<file path="src/rtl/tue_apb_seq_if.sv">
// Descriptor handshake, response and APB master signal bundle for tue_apb_seq.
// The master modport is the sequencer's view; slave is the environment's view.
interface tue_apb_seq_if #(
    parameter int unsigned KEY_W = 512
);
    logic             desc_valid;
    logic             desc_ready;
    logic [1:0]       desc_cmd;
    logic [4:0]       desc_stage;
    logic [15:0]      desc_table_id;
    logic [KEY_W-1:0] desc_key;
    logic [KEY_W-1:0] desc_mask;
    logic [15:0]      desc_action_id;
    logic [95:0]      desc_action_params;
    logic             rsp_valid;
    logic             rsp_err;
    logic             busy;
    logic             m_psel;
    logic             m_penable;
    logic             m_pwrite;
    logic [11:0]      m_paddr;
    logic [31:0]      m_pwdata;
    logic [31:0]      m_prdata;
    logic             m_pready;
    logic             m_pslverr;

    modport master (
        input  desc_valid, desc_cmd, desc_stage, desc_table_id, desc_key, desc_mask,
        input  desc_action_id, desc_action_params, m_prdata, m_pready, m_pslverr,
        output desc_ready, rsp_valid, rsp_err, busy,
        output m_psel, m_penable, m_pwrite, m_paddr, m_pwdata
    );

    modport slave (
        output desc_valid, desc_cmd, desc_stage, desc_table_id, desc_key, desc_mask,
        output desc_action_id, desc_action_params, m_prdata, m_pready, m_pslverr,
        input  desc_ready, rsp_valid, rsp_err, busy,
        input  m_psel, m_penable, m_pwrite, m_paddr, m_pwdata
    );
endinterface

</file>
<file path="src/rtl/tue_apb_seq.sv">
// APB master that writes one TUE table-entry descriptor into the register file,
// commits it, polls STATUS until done and returns a one-cycle response.
module tue_apb_seq #(
    parameter int unsigned KEY_W        = 512,
    parameter int unsigned POLL_TIMEOUT = 1024
) (
    input logic           clk_ctrl,
    input logic           rst_ctrl,
    tue_apb_seq_if.master bus
);
    localparam logic [11:0] TueRegCmd      = 12'h000;
    localparam logic [11:0] TueRegTableId  = 12'h004;
    localparam logic [11:0] TueRegStage    = 12'h008;
    localparam logic [11:0] TueRegActionId = 12'h00C;
    localparam logic [11:0] TueRegActionP0 = 12'h010;
    localparam logic [11:0] TueRegCommit   = 12'h01C;
    localparam logic [11:0] TueRegStatus   = 12'h020;
    localparam logic [11:0] TueRegKey0     = 12'h100;
    localparam logic [11:0] TueRegMask0    = 12'h200;

    localparam int unsigned NumWords  = KEY_W / 32;
    localparam int unsigned KeyFirst  = 3;
    localparam int unsigned MaskFirst = KeyFirst + NumWords;
    localparam int unsigned ActFirst  = MaskFirst + NumWords;
    localparam int unsigned NumWrites = ActFirst + 5;
    localparam int unsigned IdxW      = $clog2(NumWrites);
    localparam int unsigned TmoW      = $clog2(POLL_TIMEOUT + 1);
    localparam logic [IdxW-1:0] LastIdx = IdxW'(NumWrites - 1);
    localparam logic [TmoW-1:0] TmoMax  = TmoW'(POLL_TIMEOUT);

    typedef enum logic [2:0] {StIdle, StWrite, StPollBusy, StPollIdle, StResp} state_e;

    state_e           state_q;
    logic [4:0]       stage_q;
    logic [15:0]      table_id_q;
    logic [15:0]      action_id_q;
    logic [KEY_W-1:0] key_q;
    logic [KEY_W-1:0] mask_q;
    logic [95:0]      params_q;
    logic [IdxW-1:0]  widx_q;
    logic [TmoW-1:0]  tcnt_q;
    logic             psel_q;
    logic             penable_q;
    logic             pwrite_q;
    logic [11:0]      paddr_q;
    logic [31:0]      pwdata_q;
    logic             rsp_valid_q;
    logic             rsp_err_q;

    logic [IdxW-1:0]  nidx;
    int unsigned      ni;
    logic [11:0]      nxt_addr;
    logic [31:0]      nxt_data;
    logic             xfer_done;
    logic             st_done;
    logic             st_err;
    logic             st_active;

    // Address/data of the write that follows the current one; widx 0 is loaded at accept.
    always_comb begin
        nidx     = widx_q + IdxW'(1);
        ni       = 32'(nidx);
        nxt_addr = TueRegCommit;
        nxt_data = 32'h1;
        if (ni == 1) begin
            nxt_addr = TueRegTableId;
            nxt_data = {16'b0, table_id_q};
        end else if (ni == 2) begin
            nxt_addr = TueRegStage;
            nxt_data = {27'b0, stage_q};
        end else if (ni < MaskFirst) begin
            nxt_addr = TueRegKey0 + 12'(4 * (ni - KeyFirst));
            nxt_data = 32'(key_q >> (32 * (ni - KeyFirst)));
        end else if (ni < ActFirst) begin
            nxt_addr = TueRegMask0 + 12'(4 * (ni - MaskFirst));
            nxt_data = 32'(mask_q >> (32 * (ni - MaskFirst)));
        end else if (ni == ActFirst) begin
            nxt_addr = TueRegActionId;
            nxt_data = {16'b0, action_id_q};
        end else if (ni < NumWrites - 1) begin
            nxt_addr = TueRegActionP0 + 12'(4 * (ni - ActFirst - 1));
            nxt_data = 32'(params_q >> (32 * (ni - ActFirst - 1)));
        end
    end

    always_comb begin
        xfer_done = psel_q && penable_q && bus.m_pready;
        st_done   = (bus.m_prdata == 32'd0);
        st_err    = (bus.m_prdata == 32'd3);
        st_active = (bus.m_prdata == 32'd1) || (bus.m_prdata == 32'd2);
    end

    always_ff @(posedge clk_ctrl or posedge rst_ctrl) begin
        if (rst_ctrl) begin
            state_q     <= StIdle;
            stage_q     <= '0;
            table_id_q  <= '0;
            action_id_q <= '0;
            key_q       <= '0;
            mask_q      <= '0;
            params_q    <= '0;
            widx_q      <= '0;
            tcnt_q      <= '0;
            psel_q      <= 1'b0;
            penable_q   <= 1'b0;
            pwrite_q    <= 1'b0;
            paddr_q     <= '0;
            pwdata_q    <= '0;
            rsp_valid_q <= 1'b0;
            rsp_err_q   <= 1'b0;
        end else begin
            rsp_valid_q <= 1'b0;
            rsp_err_q   <= 1'b0;
            unique case (state_q)
                StIdle: begin
                    if (bus.desc_valid) begin
                        stage_q     <= bus.desc_stage;
                        table_id_q  <= bus.desc_table_id;
                        action_id_q <= bus.desc_action_id;
                        key_q       <= bus.desc_key;
                        mask_q      <= bus.desc_mask;
                        params_q    <= bus.desc_action_params;
                        widx_q      <= '0;
                        psel_q      <= 1'b1;
                        penable_q   <= 1'b0;
                        pwrite_q    <= 1'b1;
                        paddr_q     <= TueRegCmd;
                        pwdata_q    <= {30'b0, bus.desc_cmd};
                        state_q     <= StWrite;
                    end
                end
                StWrite: begin
                    if (!penable_q) begin
                        penable_q <= 1'b1;
                    end else if (xfer_done) begin
                        penable_q <= 1'b0;
                        if (bus.m_pslverr) begin
                            psel_q      <= 1'b0;
                            rsp_valid_q <= 1'b1;
                            rsp_err_q   <= 1'b1;
                            state_q     <= StResp;
                        end else if (widx_q == LastIdx) begin
                            pwrite_q <= 1'b0;
                            paddr_q  <= TueRegStatus;
                            pwdata_q <= '0;
                            tcnt_q   <= '0;
                            state_q  <= StPollBusy;
                        end else begin
                            widx_q   <= nidx;
                            paddr_q  <= nxt_addr;
                            pwdata_q <= nxt_data;
                        end
                    end
                end
                StPollBusy, StPollIdle: begin
                    if (tcnt_q != TmoMax) begin
                        tcnt_q <= tcnt_q + TmoW'(1);
                    end
                    // A timeout is only acted on at a transfer boundary so APB stays legal.
                    if (!penable_q) begin
                        penable_q <= 1'b1;
                    end else if (xfer_done) begin
                        penable_q <= 1'b0;
                        if (bus.m_pslverr || (tcnt_q == TmoMax) || st_err) begin
                            psel_q      <= 1'b0;
                            rsp_valid_q <= 1'b1;
                            rsp_err_q   <= 1'b1;
                            state_q     <= StResp;
                        end else if ((state_q == StPollBusy) && st_active) begin
                            state_q <= StPollIdle;
                        end else if ((state_q == StPollIdle) && st_done) begin
                            psel_q      <= 1'b0;
                            rsp_valid_q <= 1'b1;
                            state_q     <= StResp;
                        end
                    end
                end
                StResp: begin
                    state_q <= StIdle;
                end
                default: begin
                    state_q <= StIdle;
                end
            endcase
        end
    end

    assign bus.desc_ready = (state_q == StIdle) && !rst_ctrl;
    assign bus.busy       = (state_q != StIdle);
    assign bus.rsp_valid  = rsp_valid_q;
    assign bus.rsp_err    = rsp_err_q;
    assign bus.m_psel     = psel_q;
    assign bus.m_penable  = penable_q;
    assign bus.m_pwrite   = pwrite_q;
    assign bus.m_paddr    = paddr_q;
    assign bus.m_pwdata   = pwdata_q;
endmodule

</file>
<file path="src/flat_wrapper.sv">
// flat-port wrapper written by rule: the top's interface ports become plain ports
module tue_apb_seq_flat 
#(
    parameter int unsigned KEY_W        = 512,
    parameter int unsigned POLL_TIMEOUT = 1024
)
  (clk_ctrl, rst_ctrl, bus_desc_valid, bus_desc_cmd, bus_desc_stage, bus_desc_table_id, bus_desc_key, bus_desc_mask, bus_desc_action_id, bus_desc_action_params, bus_m_prdata, bus_m_pready, bus_m_pslverr, bus_desc_ready, bus_rsp_valid, bus_rsp_err, bus_busy, bus_m_psel, bus_m_penable, bus_m_pwrite, bus_m_paddr, bus_m_pwdata);
  tue_apb_seq_if #(.KEY_W(KEY_W)) bus_i ();
  input logic clk_ctrl;
  input logic rst_ctrl;
  input wire logic [$bits(bus_i.desc_valid)-1:0] bus_desc_valid;
  input wire logic [$bits(bus_i.desc_cmd)-1:0] bus_desc_cmd;
  input wire logic [$bits(bus_i.desc_stage)-1:0] bus_desc_stage;
  input wire logic [$bits(bus_i.desc_table_id)-1:0] bus_desc_table_id;
  input wire logic [$bits(bus_i.desc_key)-1:0] bus_desc_key;
  input wire logic [$bits(bus_i.desc_mask)-1:0] bus_desc_mask;
  input wire logic [$bits(bus_i.desc_action_id)-1:0] bus_desc_action_id;
  input wire logic [$bits(bus_i.desc_action_params)-1:0] bus_desc_action_params;
  input wire logic [$bits(bus_i.m_prdata)-1:0] bus_m_prdata;
  input wire logic [$bits(bus_i.m_pready)-1:0] bus_m_pready;
  input wire logic [$bits(bus_i.m_pslverr)-1:0] bus_m_pslverr;
  output wire logic [$bits(bus_i.desc_ready)-1:0] bus_desc_ready;
  output wire logic [$bits(bus_i.rsp_valid)-1:0] bus_rsp_valid;
  output wire logic [$bits(bus_i.rsp_err)-1:0] bus_rsp_err;
  output wire logic [$bits(bus_i.busy)-1:0] bus_busy;
  output wire logic [$bits(bus_i.m_psel)-1:0] bus_m_psel;
  output wire logic [$bits(bus_i.m_penable)-1:0] bus_m_penable;
  output wire logic [$bits(bus_i.m_pwrite)-1:0] bus_m_pwrite;
  output wire logic [$bits(bus_i.m_paddr)-1:0] bus_m_paddr;
  output wire logic [$bits(bus_i.m_pwdata)-1:0] bus_m_pwdata;
  assign bus_i.desc_valid = bus_desc_valid;
  assign bus_i.desc_cmd = bus_desc_cmd;
  assign bus_i.desc_stage = bus_desc_stage;
  assign bus_i.desc_table_id = bus_desc_table_id;
  assign bus_i.desc_key = bus_desc_key;
  assign bus_i.desc_mask = bus_desc_mask;
  assign bus_i.desc_action_id = bus_desc_action_id;
  assign bus_i.desc_action_params = bus_desc_action_params;
  assign bus_i.m_prdata = bus_m_prdata;
  assign bus_i.m_pready = bus_m_pready;
  assign bus_i.m_pslverr = bus_m_pslverr;
  assign bus_desc_ready = bus_i.desc_ready;
  assign bus_rsp_valid = bus_i.rsp_valid;
  assign bus_rsp_err = bus_i.rsp_err;
  assign bus_busy = bus_i.busy;
  assign bus_m_psel = bus_i.m_psel;
  assign bus_m_penable = bus_i.m_penable;
  assign bus_m_pwrite = bus_i.m_pwrite;
  assign bus_m_paddr = bus_i.m_paddr;
  assign bus_m_pwdata = bus_i.m_pwdata;
  tue_apb_seq #(.KEY_W(KEY_W), .POLL_TIMEOUT(POLL_TIMEOUT)) u_core (.clk_ctrl(clk_ctrl), .rst_ctrl(rst_ctrl), .bus(bus_i));
endmodule
</file>
<file path="config.mk">
export PLATFORM = sky130hd
export DESIGN_NAME = tue_apb_seq_flat
export DESIGN_NICKNAME = d
export VERILOG_FILES = /design/src/rtl/tue_apb_seq_if.sv /design/src/rtl/tue_apb_seq.sv /design/src/flat_wrapper.sv
export SDC_FILE = /design/constraint.sdc
export NUM_CORES = 2
export LEC_CHECK = 0
export BUFFER_PORTS_ARGS = -buffer_cell sky130_fd_sc_hd__buf_2
export CAP_MARGIN = 30
export CORE_AREA = 2 2 482 484
export CTS_BUF_LIST = sky130_fd_sc_hd__clkbuf_16
export DETAILED_ROUTE_END_ITERATION = 8
export DIE_AREA = 0 0 484 486
export SLEW_MARGIN = 20
export SYNTH_ARGS = -nofsm -noshare
export SYNTH_HDL_FRONTEND = slang
export SYNTH_SLANG_ARGS = --single-unit
</file>
<file path="constraint.sdc">
create_clock -name clk_ctrl -period 51.4 [get_ports clk_ctrl]
set_input_delay 5.14 -clock clk_ctrl [delete_from_list [all_inputs] [get_ports clk_ctrl]]
set_output_delay 5.14 -clock clk_ctrl [all_outputs]
set_load 0.005 [all_outputs]
</file>
==> flow_summary_export.csv <==
group,metric,value,unit
die,die_w,484,um
grt,track_usage,0.223,
min_path,hold_class,"reg -> reg",
synthesis,ys_async_sr_fraction,1.00,
sta,worst_slew_pin_slew,1.04,ns
synthesis,yosys_most_used_dff,"dfrtp_1",
sta,rsz0062_at_grt,"no",
setup_path,worstPathMaxFanout,2,
sta,setup_viol,0,
setup_path,r2r_end,"u_core.bus.m_pwdata[2]",
clock_network,clk_pin_slew,0.05,ns
place,gp_congestion,0.921,
setup_path,cp_top_family,"buffers and inverters",
run_status,outcome,"complete, no violations",
drt,drc,0,
setup_path,r2r_slack,43.75,ns
pwr,power.density,64.4,mW/mm^2
clock_network,post_cts_buffers,0,
clock_network,post_cts_resized,0,
setup_path,slowest_stage,"nor2_1",
setup_path,required,46.26,ns
die,coreArea,0.229,mm^2
grt,grt_pass1_vias,51600,
drt,ant_nets,0,
pwr,cellLeakagePower,37.1,nW
die,initial_core_util,0.249,
setup_path,slowest_delay,0.24,ns
cells_and_area,mostFrequentLayoutCells,"3632 x nand2_1, 1247 x buf_2, 1223 x dfrtp_1, 209 x mux4_2, 144 x clkbuf_16",
place,placed_area,0.0663,mm^2
setup_path,rr_worst_depth,16,
sta,slew_violations,0,
setup_path,endpoint_kind,"output port",
grt,antenna_found_initial,132,
synthesis,synthTopCellsByArea,"dfrtp_1 54%, nand2_1 24%, mux4_2 8.3%",
synthesis,synth_compound_area_frac,0.0570,
synthesis,yosysWarningCount,0,
drt,via_count,51500,
setup_path,reg2reg_from,"u_core.widx_q[0]",
clock_network,cts_buffer_depth,3,
drt,wl_per_cell,25.4,um
drt,detail_route.vias_per_cell,4.83,
drt,drt_wl_total,270,mm
die,die-height,486,um
drt,drtIter0Drc,5016,
cells_and_area,final_util,0.312,
synthesis,synthCells,6354,
drt,dr.pass1.iters,6,
synthesis,synth_top_family_by_area,"simple AND/OR/NAND/NOR gates",
pwr,ir_drop,0.0413,mV
sta,period_needed,10.85,ns
cells_and_area,final_nets,8649,
synthesis,ys_ff_latch,1224,
grt,grt_pass1_wl,376,mm
sta,tns,0,ns
clock_network,htreeDepth,4,
sta,fin_crit_sh,0.211,
job,maxCapViolCount,0,
clock_network,ctsHoldBuffers,0,
sta,relSlewSlack,0.308,
setup_path,cp.arrival,5.71,ns
synthesis,synth_area,0.0570,mm^2
place,numPortBuffers,1244,
sta,finClkSkew,0.0599,ns
cells_and_area,final_area,0.0715,mm^2
synthesis,synthAdderAreaFrac,0.00285,
clock_network,insertion_delay,0.80,ns
die,rows,176,
synthesis,synthMuxAreaShare,0.101,
cells_and_area,drive_gt1_frac,0.238,
synthesis,synthXorXnorAreaFrac,0.00597,
clock_network,root_buffer,"clkbuf_16",
setup_path,crit_top_cell,"buf_2",
cells_and_area,syn_to_final_growth,25.3,%
setup_path,path_cells,"buf_2, nor2_1, buf_2",
min_path,whs_endpoint,"u_core.mask_q[462]",
grt,grt_overflow_total,0,
min_path,min_delay_path_depth,2,
synthesis,synth-simple-area-share,0.265,
synthesis,seq_area_frac_synth,0.537,
setup_path,worstSetupStartpointType,"input port",
synthesis,ys_types,85,
min_path,min_from,"u_core.mask_q[462]",
grt,grt_start_max_net_pins,207,
setup_path,path_buf_inv,2,
place,dp_slack,40.55,ns
setup_path,worstSetupPathType,"in -> out",
synthesis,syn_avg_cell_area,8.98,um^2
clock_network,tritoncts,"built",
cells_and_area,layout_commonest_cell,"nand2_1",
clock_network,cts_buffers,143,
sta,setup_slack,40.55,ns
sta,clock.fmax,92.2,MHz
synthesis,synth_edf_count,0,
place,hpwl,209,mm
die,pin_count,1247,
clock_network,cts_sinks,1224,
synthesis,synth_top_area_frac,0.537,
sta,finalHoldViolations,0,
synthesis,synth.largest_area_cell,"dfrtp_1",
die,dieArea,0.235,mm^2
-- stage by stage --
stage	power (mW)	instances	hold WS, ns
final	4.60	10700	0.466
after floorplan	2.84	6355	0.437
after global routing	4.89	10600	0.483
after global placement	3.56	10300	0.450
after CTS	4.64	10600	0.468
after detailed placement	3.61	10300	0.454
-- cell usage after synthesis, types with 4 or more instances --
| cell type | number |
|---|---|
| nor3_1 | 23 |
| nor2b_1 | 9 |
| buf_1 | 19 |
| and3_1 | 9 |
| mux2i_1 | 105 |
| nand3_1 | 33 |
| xnor2_1 | 14 |
| buf_2 | 64 |
| a31oi_1 | 19 |
| nand2_1 | 3633 |
| o21ai_1 | 7 |
| a22o_1 | 23 |
| o21ai_0 | 52 |
| o31ai_1 | 5 |
| and4_1 | 5 |
| nor4_1 | 11 |
| a311o_1 | 23 |
| dfrtp_1 | 1224 |
| nand4_1 | 10 |
| and2_1 | 41 |
| o2111a_1 | 16 |
| or2_2 | 7 |
| buf_6 | 9 |
| a41oi_1 | 14 |
| a22oi_1 | 49 |
| mux4_2 | 209 |
| or4_1 | 4 |
| o211a_1 | 11 |
| nor2_1 | 90 |
| a221oi_1 | 37 |
| inv_1 | 9 |
| buf_4 | 11 |
| o22ai_1 | 11 |
| clkbuf_1 | 310 |
| o211ai_1 | 4 |
| ha_1 | 13 |
| nand2b_1 | 7 |
| xor2_1 | 12 |
| a21oi_1 | 107 |
| a2111o_1 | 11 |
| a21o_1 | 16 |
-- worst max path at each step --
stage	from	end	slack, ns	cells past startpoint
6_report	rst_ctrl	bus_desc_ready	40.55	3
5_1_grt	rst_ctrl	bus_desc_ready	40.57	3
4_1_cts	rst_ctrl	bus_desc_ready	40.55	3
3_5_place_dp	rst_ctrl	bus_desc_ready	40.55	3
3_3_place_gp	rst_ctrl	bus_desc_ready	40.55	3
2_1_floorplan	rst_ctrl	u_core.action_id_q[0]	11.77	1
-- state kept, by name, summed over array words and instances, names as in the netlist, 3 cells and up --
signal,count
u_core.bus.m_pwdata,32
u_core.stage_q,5
u_core.action_id_q,16
u_core.state_q,3
u_core.key_q,512
u_core.params_q,96
u_core.widx_q,6
u_core.tcnt_q,11
u_core.bus.m_paddr,10
u_core.mask_q,512
u_core.table_id_q,16
-- tightest hold or removal path: stages (launching register included) --
cell     delay [ns]
dfrtp_1        0.33
nand2_1        0.05
nand2_1        0.05
-- routing by layer --
layer  vias up  GRT usage  share of wire
met5         -          0        0.00096
met4        44      0.105          0.051
met3       494     0.0595          0.086
met2      2417      0.362           0.47
met1     25600      0.274           0.39
li1      22900          -              -
-- layout make-up --
class / instances / area [um^2]
fill: 24300 / 158000
tap: 3026 / 3790
sequential: 1224 / 30600
multi-input combinational: 4708 / 24800
inverter: 10 / 46.3
clock buffer: 144 / 3600
clock inverter: 113 / 1000
antenna: 81 / 203
timing repair buffer: 1353 / 7430
-- logic make-up after synthesis --
| logic type | after synthesis |
|---|---|
| buffers and inverters | 423 |
| and+or+nand+nor | 3902 |
| muxes | 314 |
| AOI/OAI and AO/OA | 445 |
| adders and majority gates | 13 |
| other | 1 |
| xor gates and xnor gates | 32 |
| DFF | 1224 |
-- power by group --
group,switching (mW),internal [mW]
clock,0.447,0.561
sequential,0.278,1.41
combinational,1.21,0.695
Power figures use the tool's default switching activity.
